$ cat config.mk
export PLATFORM = sky130hd
export DESIGN_NAME = ipv4_chksum_check_flat
export DESIGN_NICKNAME = d
export VERILOG_FILES = /design/src/rtl/ipv4_chksum_check_if.sv /design/src/rtl/ipv4_chksum_check.sv /design/src/flat_wrapper.sv
export SDC_FILE = /design/constraint.sdc
export NUM_CORES = 1
export LEC_CHECK = 0
export CAP_MARGIN = 20
export CORE_MARGIN = 4
export CORE_UTILIZATION = 45
export DETAILED_ROUTE_END_ITERATION = 8
export PLACE_DENSITY = 0.81
export RECOVER_POWER = 100
export SYNTH_ARGS = -nofsm -noshare
export SYNTH_HDL_FRONTEND = slang
export SYNTH_SLANG_ARGS = --single-unit
$ cat constraint.sdc
create_clock -name clk -period 8.45 [get_ports clk]
set_input_delay 0.845 -clock clk [delete_from_list [all_inputs] [get_ports clk]]
set_output_delay 0.845 -clock clk [all_outputs]
set_load 0.01 [all_outputs]
$ cat src/rtl/ipv4_chksum_check_if.sv
// Header word stream into the RX IPv4 checksum checker and its result/field outputs.
// The master drives header words; the slave is the checker.
interface ipv4_chksum_check_if;
    logic        i_hdr_valid;
    logic        i_hdr_sop;
    logic [31:0] i_hdr_data;
    logic        o_hdr_ready;
    logic        o_chk_done;
    logic        o_chk_ok;
    logic        o_hdr_err;
    logic [15:0] o_ipv4_len;
    logic [7:0]  o_ipv4_ttl;
    logic [7:0]  o_ipv4_protocol;
    logic [31:0] o_ipv4_src_addr;
    logic [31:0] o_ipv4_dest_addr;

    modport master (
        output i_hdr_valid, i_hdr_sop, i_hdr_data,
        input  o_hdr_ready, o_chk_done, o_chk_ok, o_hdr_err, o_ipv4_len,
               o_ipv4_ttl, o_ipv4_protocol, o_ipv4_src_addr, o_ipv4_dest_addr
    );

    modport slave (
        input  i_hdr_valid, i_hdr_sop, i_hdr_data,
        output o_hdr_ready, o_chk_done, o_chk_ok, o_hdr_err, o_ipv4_len,
               o_ipv4_ttl, o_ipv4_protocol, o_ipv4_src_addr, o_ipv4_dest_addr
    );
endinterface

$ cat src/rtl/ipv4_chksum_check.sv
// RX IPv4 header checksum checker: ones' complement sum of all header halves,
// carry folding, pass/fail flag and capture of the fields the parser needs.
module ipv4_chksum_check #(
    parameter int IPV4_CHKSUM_WIDTH = 16,
    parameter int ACC_EXTRA         = 5
) (
    input  logic                 clk,
    input  logic                 rst,
    ipv4_chksum_check_if.slave   hdr
);
    localparam int W     = IPV4_CHKSUM_WIDTH;
    localparam int ACC_W = W + ACC_EXTRA;

    typedef enum logic [1:0] {IDLE, ACCUM, FOLD, DONE} state_t;

    state_t           state_reg, state_next;
    logic [ACC_W-1:0] acc_reg, acc_next;
    logic [3:0]       cnt_reg, cnt_next;
    logic [3:0]       ihl_reg, ihl_next;
    logic             err_reg, err_next;
    logic             ok_reg, ok_next;
    logic [15:0]      len_reg, len_next;
    logic [7:0]       ttl_reg, ttl_next;
    logic [7:0]       proto_reg, proto_next;
    logic [31:0]      src_reg, src_next;
    logic [31:0]      dst_reg, dst_next;

    logic [W-1:0]     half [2];
    logic [ACC_W-1:0] word_sum;
    logic             ready;
    logic             accept;
    logic             fmt_good;

    genvar gi;
    generate
        for (gi = 0; gi < 2; gi++) begin : g_half
            assign half[gi] = hdr.i_hdr_data[gi*W +: W];
        end
    endgenerate

    assign word_sum = ACC_W'(half[0]) + ACC_W'(half[1]);
    assign ready    = (state_reg == IDLE) || (state_reg == ACCUM);
    assign accept   = hdr.i_hdr_valid & ready;
    assign fmt_good = (hdr.i_hdr_data[31:28] == 4'd4) && (hdr.i_hdr_data[27:24] >= 4'd5);

    always_comb begin
        state_next = state_reg;
        acc_next   = acc_reg;
        cnt_next   = cnt_reg;
        ihl_next   = ihl_reg;
        err_next   = err_reg;
        ok_next    = ok_reg;
        len_next   = len_reg;
        ttl_next   = ttl_reg;
        proto_next = proto_reg;
        src_next   = src_reg;
        dst_next   = dst_reg;
        case (state_reg)
            IDLE, ACCUM: begin
                // A sop word always (re)starts a header, abandoning any partial sum.
                if (accept && hdr.i_hdr_sop) begin
                    acc_next = word_sum;
                    ihl_next = hdr.i_hdr_data[27:24];
                    len_next = hdr.i_hdr_data[15:0];
                    cnt_next = 4'd1;
                    ok_next  = 1'b0;
                    if (fmt_good) begin
                        err_next   = 1'b0;
                        state_next = ACCUM;
                    end else begin
                        err_next   = 1'b1;
                        state_next = DONE;
                    end
                end else if (accept && (state_reg == ACCUM)) begin
                    acc_next = acc_reg + word_sum;
                    cnt_next = cnt_reg + 4'd1;
                    case (cnt_reg)
                        4'd2: begin
                            ttl_next   = hdr.i_hdr_data[31:24];
                            proto_next = hdr.i_hdr_data[23:16];
                        end
                        4'd3:    src_next = hdr.i_hdr_data;
                        4'd4:    dst_next = hdr.i_hdr_data;
                        default: ;
                    endcase
                    if (cnt_reg == ihl_reg - 4'd1) begin
                        state_next = FOLD;
                    end
                end
            end
            FOLD: begin
                if (acc_reg[ACC_W-1:W] != '0) begin
                    acc_next = ACC_W'(acc_reg[W-1:0]) + ACC_W'(acc_reg[ACC_W-1:W]);
                end else begin
                    ok_next    = (acc_reg[W-1:0] == {W{1'b1}}) & ~err_reg;
                    state_next = DONE;
                end
            end
            DONE: begin
                state_next = IDLE;
            end
            default: begin
                state_next = IDLE;
            end
        endcase
    end

    always_ff @(posedge clk) begin
        if (rst) begin
            state_reg <= IDLE;
            acc_reg   <= '0;
            cnt_reg   <= '0;
            ihl_reg   <= '0;
            err_reg   <= 1'b0;
            ok_reg    <= 1'b0;
            len_reg   <= '0;
            ttl_reg   <= '0;
            proto_reg <= '0;
            src_reg   <= '0;
            dst_reg   <= '0;
        end else begin
            state_reg <= state_next;
            acc_reg   <= acc_next;
            cnt_reg   <= cnt_next;
            ihl_reg   <= ihl_next;
            err_reg   <= err_next;
            ok_reg    <= ok_next;
            len_reg   <= len_next;
            ttl_reg   <= ttl_next;
            proto_reg <= proto_next;
            src_reg   <= src_next;
            dst_reg   <= dst_next;
        end
    end

    assign hdr.o_hdr_ready      = ready;
    assign hdr.o_chk_done       = (state_reg == DONE);
    assign hdr.o_chk_ok         = ok_reg;
    assign hdr.o_hdr_err        = err_reg;
    assign hdr.o_ipv4_len       = len_reg;
    assign hdr.o_ipv4_ttl       = ttl_reg;
    assign hdr.o_ipv4_protocol  = proto_reg;
    assign hdr.o_ipv4_src_addr  = src_reg;
    assign hdr.o_ipv4_dest_addr = dst_reg;
endmodule

$ cat src/flat_wrapper.sv
// flat-port wrapper written by rule: the top's interface ports become plain ports
module ipv4_chksum_check_flat 
#(
    parameter int IPV4_CHKSUM_WIDTH = 16,
    parameter int ACC_EXTRA         = 5
)
  (clk, rst, hdr_i_hdr_valid, hdr_i_hdr_sop, hdr_i_hdr_data, hdr_o_hdr_ready, hdr_o_chk_done, hdr_o_chk_ok, hdr_o_hdr_err, hdr_o_ipv4_len, hdr_o_ipv4_ttl, hdr_o_ipv4_protocol, hdr_o_ipv4_src_addr, hdr_o_ipv4_dest_addr);
  ipv4_chksum_check_if hdr_i ();
  input  logic clk;
  input  logic rst;
  input wire logic [$bits(hdr_i.i_hdr_valid)-1:0] hdr_i_hdr_valid;
  input wire logic [$bits(hdr_i.i_hdr_sop)-1:0] hdr_i_hdr_sop;
  input wire logic [$bits(hdr_i.i_hdr_data)-1:0] hdr_i_hdr_data;
  output wire logic [$bits(hdr_i.o_hdr_ready)-1:0] hdr_o_hdr_ready;
  output wire logic [$bits(hdr_i.o_chk_done)-1:0] hdr_o_chk_done;
  output wire logic [$bits(hdr_i.o_chk_ok)-1:0] hdr_o_chk_ok;
  output wire logic [$bits(hdr_i.o_hdr_err)-1:0] hdr_o_hdr_err;
  output wire logic [$bits(hdr_i.o_ipv4_len)-1:0] hdr_o_ipv4_len;
  output wire logic [$bits(hdr_i.o_ipv4_ttl)-1:0] hdr_o_ipv4_ttl;
  output wire logic [$bits(hdr_i.o_ipv4_protocol)-1:0] hdr_o_ipv4_protocol;
  output wire logic [$bits(hdr_i.o_ipv4_src_addr)-1:0] hdr_o_ipv4_src_addr;
  output wire logic [$bits(hdr_i.o_ipv4_dest_addr)-1:0] hdr_o_ipv4_dest_addr;
  assign hdr_i.i_hdr_valid = hdr_i_hdr_valid;
  assign hdr_i.i_hdr_sop = hdr_i_hdr_sop;
  assign hdr_i.i_hdr_data = hdr_i_hdr_data;
  assign hdr_o_hdr_ready = hdr_i.o_hdr_ready;
  assign hdr_o_chk_done = hdr_i.o_chk_done;
  assign hdr_o_chk_ok = hdr_i.o_chk_ok;
  assign hdr_o_hdr_err = hdr_i.o_hdr_err;
  assign hdr_o_ipv4_len = hdr_i.o_ipv4_len;
  assign hdr_o_ipv4_ttl = hdr_i.o_ipv4_ttl;
  assign hdr_o_ipv4_protocol = hdr_i.o_ipv4_protocol;
  assign hdr_o_ipv4_src_addr = hdr_i.o_ipv4_src_addr;
  assign hdr_o_ipv4_dest_addr = hdr_i.o_ipv4_dest_addr;
  ipv4_chksum_check #(.IPV4_CHKSUM_WIDTH(IPV4_CHKSUM_WIDTH), .ACC_EXTRA(ACC_EXTRA)) u_core (.clk(clk), .rst(rst), .hdr(hdr_i));
endmodule
* Yosys cells after proc, flatten, opt, wreduce, memory -nomap -nowiden
Index checks and enable logic that the tools add are counted.
** Storage, ports and cells
- Register bits after elaboration :: 129
- Output and inout bits :: 100
- Bits of input ports :: 36
- Word-level logic and storage cells :: 68
** Cells by class
- Add/subtract/negate cells :: 5
- Bitwise operators :: 4
- Reduce and logical (&&, ||, !) cells :: 17
- Magnitude comparators :: 1
- Eq/ne operators :: 14
- Multiplexer cells :: 16
** Operator list (number)
- $mux 21 :: 3
- $pmux 21 s2 :: 1
- $add 21x21->21 :: 1
- $add 16x16->17 :: 1
- $add 16x5->17 :: 1
- $eq 16x16->1 const B :: 1
- $reduce_and 4->1 :: 3
- $mux 2 :: 5
- $reduce_and 3->1 :: 3
- $eq 4x2->1 const B :: 2
- $eq 4x3->1 const B :: 2
- $mux 4 :: 2
- $ne 3x1->1 const B :: 2
- $pmux 2 s3 :: 1
- $reduce_bool 5->1 :: 1
- $add 4x1->4 const B :: 1
- $eq 2x2->1 const B :: 2
- $eq 4x4->1 :: 1
- $ge 4x3->1 const B :: 1
- $ne 2x1->1 const B :: 2
- $reduce_and 2->1 :: 2
- $reduce_bool 2->1 :: 2
- $sub 4x1->4 const B :: 1
- $logic_and 1x1->1 :: 3
- 9 further kinds :: 13

* Longest topological paths before layout
Gate-level depths: netlist of the first run.
- Depth after elaboration :: 7
- Depth in mapped cells :: 18
- Mapped depth without buffers :: 18

* Worst setup path after synthesis of the first run
Ideal clock, no wire load.
- Kind :: input port to flip-flop
- Start point :: input hdr_i_hdr_data[0]
- End point :: register u_core.acc_reg[19]
- Stages on the path :: 18
- Data required time :: 8.376 ns
- Path buffers :: 0
- Slack :: 4.336 ns
- Library setup time :: 0.074 ns
- Arrival time :: 4.040 ns
- Cells stage by stage :: ha_1 -> inv_1 -> fa_1 -> nor2b_4 -> o31a_1 -> o2111a_1 -> o21ai_0 -> a21oi_1 -> nor2_1 -> xnor2_1 -> ha_1 -> a21oi_1 -> o21bai_1 -> a21oi_1 -> o31ai_1 -> a31o_2 -> a31o_2 -> a31oi_1
** On the way
- Cells in the longest elaborated chain, start to end :: 5
** RTL lines
- from (decl) :: RTL line flat_wrapper.sv:13 : input wire logic [$bits(hdr_i.i_hdr_data)-1:0] hdr_i_hdr_data;
- $add 16x16->17 :: RTL line ipv4_chksum_check.sv:41 : assign word_sum = ACC_W'(half[0]) + ACC_W'(half[1]);
- $add 21x21->21 :: RTL line ipv4_chksum_check.sv:75 : acc_next = acc_reg + word_sum;
- $mux 21 :: RTL line ipv4_chksum_check.sv:74 : end else if (accept && (state_reg == ACCUM)) begin
- $mux 21 :: RTL line ipv4_chksum_check.sv:61 : if (accept && hdr.i_hdr_sop) begin
- $pmux 21 s2 :: RTL line ipv4_chksum_check.sv:58 : case (state_reg)
- to (signal assigned) :: RTL line ipv4_chksum_check.sv:123 : acc_reg <= acc_next;
- to (decl) :: RTL line ipv4_chksum_check.sv:17 : logic [ACC_W-1:0] acc_reg, acc_next;
No other way between the ends. The select of a mux whose other input is x is not followed.
A chain may end at the register's enable or synchronous reset.

* Worst setup path after layout of the first run
- Start point :: input hdr_i_hdr_data[16]
- End point :: register u_core.acc_reg[19]
The elaborated chain is that of the path after synthesis.

==> results of run 1 <==
-- stage by stage --
stage,util (%),hold WS (ns)
3_3_place_gp,55.86,0.4408
6_report,59.82,0.4465
4_1_cts,59.80,0.4531
2_1_floorplan,-,0.4496
3_5_place_dp,55.86,0.4458
5_1_grt,59.82,0.4728
-- placed cells by master (no fill, tap or decap), types with 22 or more instances in the layout --
master,netlist,routed
sky130_fd_sc_hd__a21oi_1,141,140
sky130_fd_sc_hd__clkdlybuf4s50_1,0,32
sky130_fd_sc_hd__dfxtp_1,129,129
sky130_fd_sc_hd__dlygate4sd3_1,0,102
sky130_fd_sc_hd__ha_1,45,45
sky130_fd_sc_hd__inv_1,23,23
sky130_fd_sc_hd__nand2_1,240,240
sky130_fd_sc_hd__nor2_1,59,59
sky130_fd_sc_hd__o21ai_0,27,27
sky130_fd_sc_hd__xnor2_1,22,22
-- per-layer routing --
metal  global-route usage (%)  up-vias
met5                        0        -
met4                    12.10        0
met3                    5.701       60
met2                    40.03      339
met1                    32.20     3454
li1                         -     3528
-- critical path: stages --
cell and delay (ns):
sky130_fd_sc_hd__dlygate4sd3_1 0.60, sky130_fd_sc_hd__ha_1 0.24, sky130_fd_sc_hd__inv_1 0.08, sky130_fd_sc_hd__fa_1 0.25, sky130_fd_sc_hd__nor2b_4 0.06, sky130_fd_sc_hd__o31a_1 0.29, sky130_fd_sc_hd__o2111a_1 0.30, sky130_fd_sc_hd__o21ai_0 0.50
sky130_fd_sc_hd__a21oi_1 0.16, sky130_fd_sc_hd__nor2_1 0.14, sky130_fd_sc_hd__xnor2_1 0.16, sky130_fd_sc_hd__ha_1 0.30, sky130_fd_sc_hd__a21oi_1 0.21, sky130_fd_sc_hd__o21bai_1 0.10, sky130_fd_sc_hd__a21oi_1 0.14, sky130_fd_sc_hd__o31ai_1 0.12
sky130_fd_sc_hd__a31o_2 0.31, sky130_fd_sc_hd__a31o_2 0.24, sky130_fd_sc_hd__a31oi_1 0.17
-- power groups by stage --
stage          Clock (uW)  Sequential, uW  Combinational, uW
3_3_place_gp            0             665                402
5_1_grt               798             656                459
6_report              769             653                416
2_1_floorplan           0             659                299
3_5_place_dp            0             665                409
4_1_cts               774             652                413
-- path summary, 6_finish.rpt --
| path | startpoint | endpoint | depth (start not counted) |
|---|---|---|---|
| max | hdr_i_hdr_data[16] | u_core.acc_reg[19]$_SDFFE_PP0P_ | 19 |
| min | u_core.hdr.o_ipv4_len[8]$_SDFFE_PP0P_ | u_core.hdr.o_ipv4_len[8]$_SDFFE_PP0P_ | 2 |
| max reg2reg | u_core.state_reg[1]$_SDFFE_PP0P_ | u_core.hdr.o_ipv4_src_addr[18]$_SDFFE_PP0P_ | 8 |
| min reg2reg | u_core.hdr.o_ipv4_len[8]$_SDFFE_PP0P_ | u_core.hdr.o_ipv4_len[8]$_SDFFE_PP0P_ | 2 |
-- final cells by class --
class	instances	share of cell area (%)
multi-input cells	742	46.31
flip-flops and latches	129	27.98
repair buffers	143	15.32
clock buffers	18	4.650
well taps	211	2.861
clock inverters	14	1.939
inverters	23	0.9355
-- cells by family after synthesis --
kind of cell	count (synthesis)	synth area share (%)
muxes	2	0.2791
buffers and inverters	75	4.326
DFF	129	36.01
AOI/OAI and AO/OA	270	23.33
adders and majority gates	48	8.688
and+or+nand+nor	390	23.46
xor gates and xnor gates	32	3.908
==> out/results.md, run 1 <==
• 134.2 microns — width of the chip
• 4 — H-tree levels
• 0% — fraction of registers with async set or reset after synthesis
• 5.23 ns — internal reg-to-reg setup slack
• 17.96 microns — final routed wire length divided by cell count
• 0.1756 mV — Peak VDD IR
• 28.68% — Area growth, synth to finish
• 1280 — post-route non-filler standard cell count
• 0.2047 GHz — Fmax
• 35.5% — fraction of power consumed by sequential logic
• sky130_fd_sc_hd__nand2_1 — most numerous cell in the Yosys netlist
• 6862 — number of global-route vias before repair
• 129 — number of synthesized register bits
• 0 ns — Setup Total Neg Slack
• 199.1 nW/um^2 — power density over the cells
• 4.677% — share of post-route cells with drive strength above 1
• 1379 — number of filler instances in the final layout
• 0 — antenna violations before repair
• 1030 — post-synth net total
• 15430 sq um — placeable core region
• sky130_fd_sc_hd__dfxtp_1 — ys flop type
• 0 — Setup Buffers After CTS
• 2 — max-cap violations
• -44.06% — Slew HR
• 0.01079 ns — final setup skew
• 9229 sq um — post-route standard cell area excluding fillers
• 75 — pins over their slew limit
• 0.06 ns — clock input transition at the sequential cells of the worst setup and hold paths
• met4 — highest signal layer in the routed design
• 8.79 ns — required arrival time at the worst endpoint
• 0 — number of warnings reported in the yosys synthesis log
• 1838 uW — Total Power
• 129 — number of sinks on the clock net
• 2.161 ns — transition time at the pin with the least slew margin
• 22.6% — Comb pwr share
• 1945 microns — WL met3
• reg -> reg — class of the most critical hold timing path
• sky130_fd_sc_hd__nand2_1 (240), sky130_fd_sc_hd__a21oi_1 (141), sky130_fd_sc_hd__dfxtp_1 (129) — top cells by count, synth
• in -> reg — type of the worst setup path
• 0 — number of failing setup endpoints in the final timing report
• 18020 sq um — area of the die
• 1247 — placed instance count
• 0 — Final Hold Violating Endpoints
• 0.43 ns — clock latency on the worst-skew pair
• 3.367 ns — worst setup slack after placement
• 2582 sq um — total area of sequential cells
• 31.16% — switch share
• 41.8% — power share of the clock group
• 68 — pin count of the biggest net entering global routing
• 10780 microns — routed wire length on met2
• 0 — number of hold buffers added after cts
• 7.581 sq um — mean instance size in the synthesized netlist
• 0 — ANT cells
• 25.12% — Global Route Usage Sum
• 1140 — Layout Nets
• 136 — I/O pins
• 16190 microns — half-perimeter wire length after detailed placement
• finished with violations — run status
• 0.9178 — last weighted congestion value of the routability-driven placer
• 0 — number of antenna-violating nets in the routed design
• done — CTS tree
• sky130_fd_sc_hd__dfxtp_1 — library cell occupying the most area in the post-synthesis netlist
• 36220 microns — first-pass GRT wire length
• no — setup repair after global routing missed its margin
• 5.766 — average vias per placed instance
• 6 — Worst Path Max Fanout
• 946 — Cells after Synth
• 722 — First DRT Iteration DRCs
• 8617 sq um — total placed instance area
• 0.003686 uW — leakage power of the design
• 7172 sq um — Syn Std Cell Area
• 46.49% — initial cell density of the core
• 0 — overall overflow remaining after global route
• 22990 microns — final routed wirelength across all metal layers
• 0 — number of remaining DRC errors
• 36.01% — post-synthesis sequential area ratio
• 4274 sq um — footprint of the multi-input gates
• 135 — port bufs
• 36.01% — area share of the largest cell type after synthesis
• 1265 uW — cell-internal power
• 0 — post-CTS sizing
• 7381 — routed vias
• 572.5 uW — NetSw
• 45 — num rows
• 57.82% — share of the clock period used by the worst path
• 70 — count of cell types in the netlist
• 0 — number of enable-type register cells in the synthesized netlist
• 134.2 microns — y dimension of the die
• input pin — Critical Path Start Type
• 5.23 ns — worst path arrival time
• 9398 microns — Metal-1 WL
• 2 — CTS Buffer Depth
• max-capacitance violations, max-slew violations — violations in the final reports
• 3.565 ns — final setup margin
• sky130_fd_sc_hd__clkbuf_16 — clock root buffer
• 6 — Detailed Routing Iterations Pass 1
• 17 — CTS buffer count
• sky130_fd_sc_hd__dfxtp_1 (36%), sky130_fd_sc_hd__nand2_1 (13%), sky130_fd_sc_hd__a21oi_1 (9.8%) — top cells by area, synth
• flip-flop — Worst setup EP type
• 4.885 ns — final critical delay including setup and external delays
Power figures use the tool's default switching activity.
==> run 2: changes to the inputs <==
--- a/config.mk
+++ b/config.mk
@@ -9,7 +9,7 @@
 export CORE_MARGIN = 4
 export CORE_UTILIZATION = 45
 export DETAILED_ROUTE_END_ITERATION = 8
-export PLACE_DENSITY = 0.81
+export PLACE_DENSITY = 0.83
 export RECOVER_POWER = 100
 export SYNTH_ARGS = -nofsm -noshare
 export SYNTH_HDL_FRONTEND = slang
==> constraint.sdc (replaced) <==
create_clock -name clk -period 4.25 [get_ports clk]
set_input_delay 0.425 -clock clk [delete_from_list [all_inputs] [get_ports clk]]
set_output_delay 0.425 -clock clk [all_outputs]
set_load 0.01 [all_outputs]
==> out/results.md, run 2 (synthesized netlist as in run 1, its figures left out) <==
• 7744 — routed vias, +4.9%
• 0.44 ns — clock latency on the worst-skew pair, about the same
• flip-flop — Worst setup EP type
• 38500 microns — first-pass GRT wire length, +6.3%
• 45 — num rows, unchanged
• 3 — max-cap violations, +1
• 17 — CTS buffer count, unchanged
• 0.01160 ns — final setup skew, +0.0008081 ns
• 134.2 microns — width of the chip, unchanged
• 3.982 ns — final critical delay including setup and external delays
• 18020 sq um — area of the die, unchanged
• 4299 sq um — footprint of the multi-input gates, +0.59%
• 2.058 ns — transition time at the pin with the least slew margin, -0.1029 ns
• finished with violations — run status
• in -> reg — class of the most critical hold timing path
• 92 — pin count of the biggest net entering global routing, +35%
• 4.35 ns — worst path arrival time, -0.88 ns
• no — setup repair after global routing missed its margin
• sky130_fd_sc_hd__nand2_1 — most common cell after layout, fill and taps aside
• in -> reg — type of the worst setup path
• 4 — H-tree levels, unchanged
• 26.67% — Global Route Usage Sum, +1.5 points
• -37.20% — Slew HR, +6.9 points
• sky130_fd_sc_hd__nand2_1 (240), sky130_fd_sc_hd__a21oi_1 (139), sky130_fd_sc_hd__dfxtp_1 (129), sky130_fd_sc_hd__dlygate4sd3_1 (100), sky130_fd_sc_hd__buf_4 (66) — most used cells in the layout excluding fill and tap cells
• 0.004004 uW — leakage power of the design, +8.6%
• sky130_fd_sc_hd__clkbuf_16 — clock root buffer
• 108 — pins over their slew limit, +44%
• 18.13 microns — final routed wire length divided by cell count, +0.94%
• 2582 sq um — total area of sequential cells, unchanged
• 3 — hold path depth, +1
• 1260 — number of filler instances in the final layout, -8.6%
• 17250 microns — half-perimeter wire length after detailed placement, +6.5%
• 395.7 nW/um^2 — power density over the cells, +99%
• 0 — ANT cells, unchanged
• 15430 sq um — placeable core region, unchanged
• 0 — number of remaining DRC errors, unchanged
• 0.2512 GHz — Fmax
• 3853 uW — Total Power, +110%
• 134.2 microns — y dimension of the die, unchanged
• 0.9631 — last weighted congestion value of the routability-driven placer, +4.9%
• 7 — Detailed Routing Iterations Pass 1, +1
• 0 — Final Hold Violating Endpoints, unchanged
• 0.3156 mV — Peak VDD IR, +80%
• 136 — I/O pins, unchanged
• 0 — number of hold buffers added after cts, unchanged
• 24340 microns — final routed wirelength across all metal layers, +5.9%
• 0.06 ns — clock input transition at the sequential cells of the worst setup and hold paths, about the same
• 9097 sq um — total placed instance area, +5.6%
• 0 — number of failing setup endpoints in the final timing report, unchanged
• 1204 — Layout Nets, +5.6%
• 135 — port bufs, unchanged
• 0 — overall overflow remaining after global route, unchanged
• 10.42% — share of post-route cells with drive strength above 1, +5.7 points
• 9738 sq um — post-route standard cell area excluding fillers, +5.5%
• 4 — Worst Path Max Fanout, -2
• done — CTS tree
• 0 — antenna violations before repair, unchanged
• 7400 — number of global-route vias before repair, +7.8%
• 93.69% — share of the clock period used by the worst path
• 46.49% — initial cell density of the core, unchanged
• input pin — Critical Path Start Type
• 5.766 — average vias per placed instance, about the same
• 0 — number of antenna-violating nets in the routed design, unchanged
• 2 — CTS Buffer Depth, unchanged
• 35.78% — Area growth, synth to finish
• 63.12% — Layout Utilization, +3.3 points
• 851 — First DRT Iteration DRCs, +18%
• max-capacitance violations, max-slew violations — violations in the final reports
• 4.62 ns — required arrival time at the worst endpoint, -4.17 ns
• 8 — worst reg-to-reg path cell count, unchanged
• 129 — number of sinks on the clock net, unchanged
[run 2: final timing paths]
path | start | to | slack, ns
setup / recovery | hdr_i_hdr_data[17] | u_core.acc_reg[18]$_SDFFE_PP0P_ | 0.27
hold reg to reg | u_core.hdr.o_ipv4_len[8]$_SDFFE_PP0P_ | u_core.hdr.o_ipv4_len[8]$_SDFFE_PP0P_ | 0.45
setup reg to reg | u_core.state_reg[1]$_SDFFE_PP0P_ | u_core.hdr.o_ipv4_src_addr[24]$_SDFFE_PP0P_ | 0.78
hold / removal | hdr_i_hdr_data[0] | u_core.hdr.o_ipv4_dest_addr[0]$_SDFFE_PP0P_ | 0.34
[run 2: area by class of cell]
class	count	share of cell area [%]
Clock buffer	17	4.368
Sequential cell	129	26.52
Timing Repair Buffer	207	19.23
Clock inverter	14	2.133
Tap cell	211	2.711
Multi-Input combinational cell	742	44.15
Inverter	23	0.8865
[run 2: stage by stage]
stage                     instances  hold slack [ns]  setup TNS (ns)  worst slack, ns
after global placement         1311           0.4414         -0.5631          -0.1581
after floorplan                 946           0.4496               0           0.5557
final                          1343           0.3436               0           0.2684
after detailed placement       1311           0.4464          -1.178          -0.2559
after CTS                      1342           0.4543               0           0.1897
after global routing           1343           0.3623               0          0.02981
[run 2: where the power goes]
part	leakage, uW	internal (uW)	switching (uW)
logic	0.00265	432	533
clock network	0.000307	990	599
registers	0.00104	1250	51.3
[run 2: metal layers]
metal / track usage, % / wire [microns] / up-vias
met5: 0 / 0 / -
li1: - / - / 3666
met1: 35.28 / 10190 / 3581
met3: 5.551 / 2079 / 74
met4: 12.33 / 932 / 0
met2: 41.82 / 11140 / 423
[run 2: repair_timing]
action / 4_1_cts / 5_1_grt
endpoints found under the setup margin: 0 / 6
buffers inserted: 0 / 1
gates resized for setup: 0 / 9
[run 2: worst max-delay path, cell delays in order]
cell and delay (ns):
sky130_fd_sc_hd__clkdlybuf4s50_1 0.54, sky130_fd_sc_hd__ha_1 0.28, sky130_fd_sc_hd__a211oi_2 0.29, sky130_fd_sc_hd__o21bai_1 0.14, sky130_fd_sc_hd__a2111o_1 0.46, sky130_fd_sc_hd__a21o_1 0.18
sky130_fd_sc_hd__and2_1 0.16, sky130_fd_sc_hd__ha_1 0.32, sky130_fd_sc_hd__nand3_1 0.12, sky130_fd_sc_hd__a41oi_1 0.23, sky130_fd_sc_hd__o21ai_0 0.15, sky130_fd_sc_hd__o2111ai_1 0.33
sky130_fd_sc_hd__a31oi_2 0.17, sky130_fd_sc_hd__or4_1 0.42, sky130_fd_sc_hd__o21ai_0 0.14
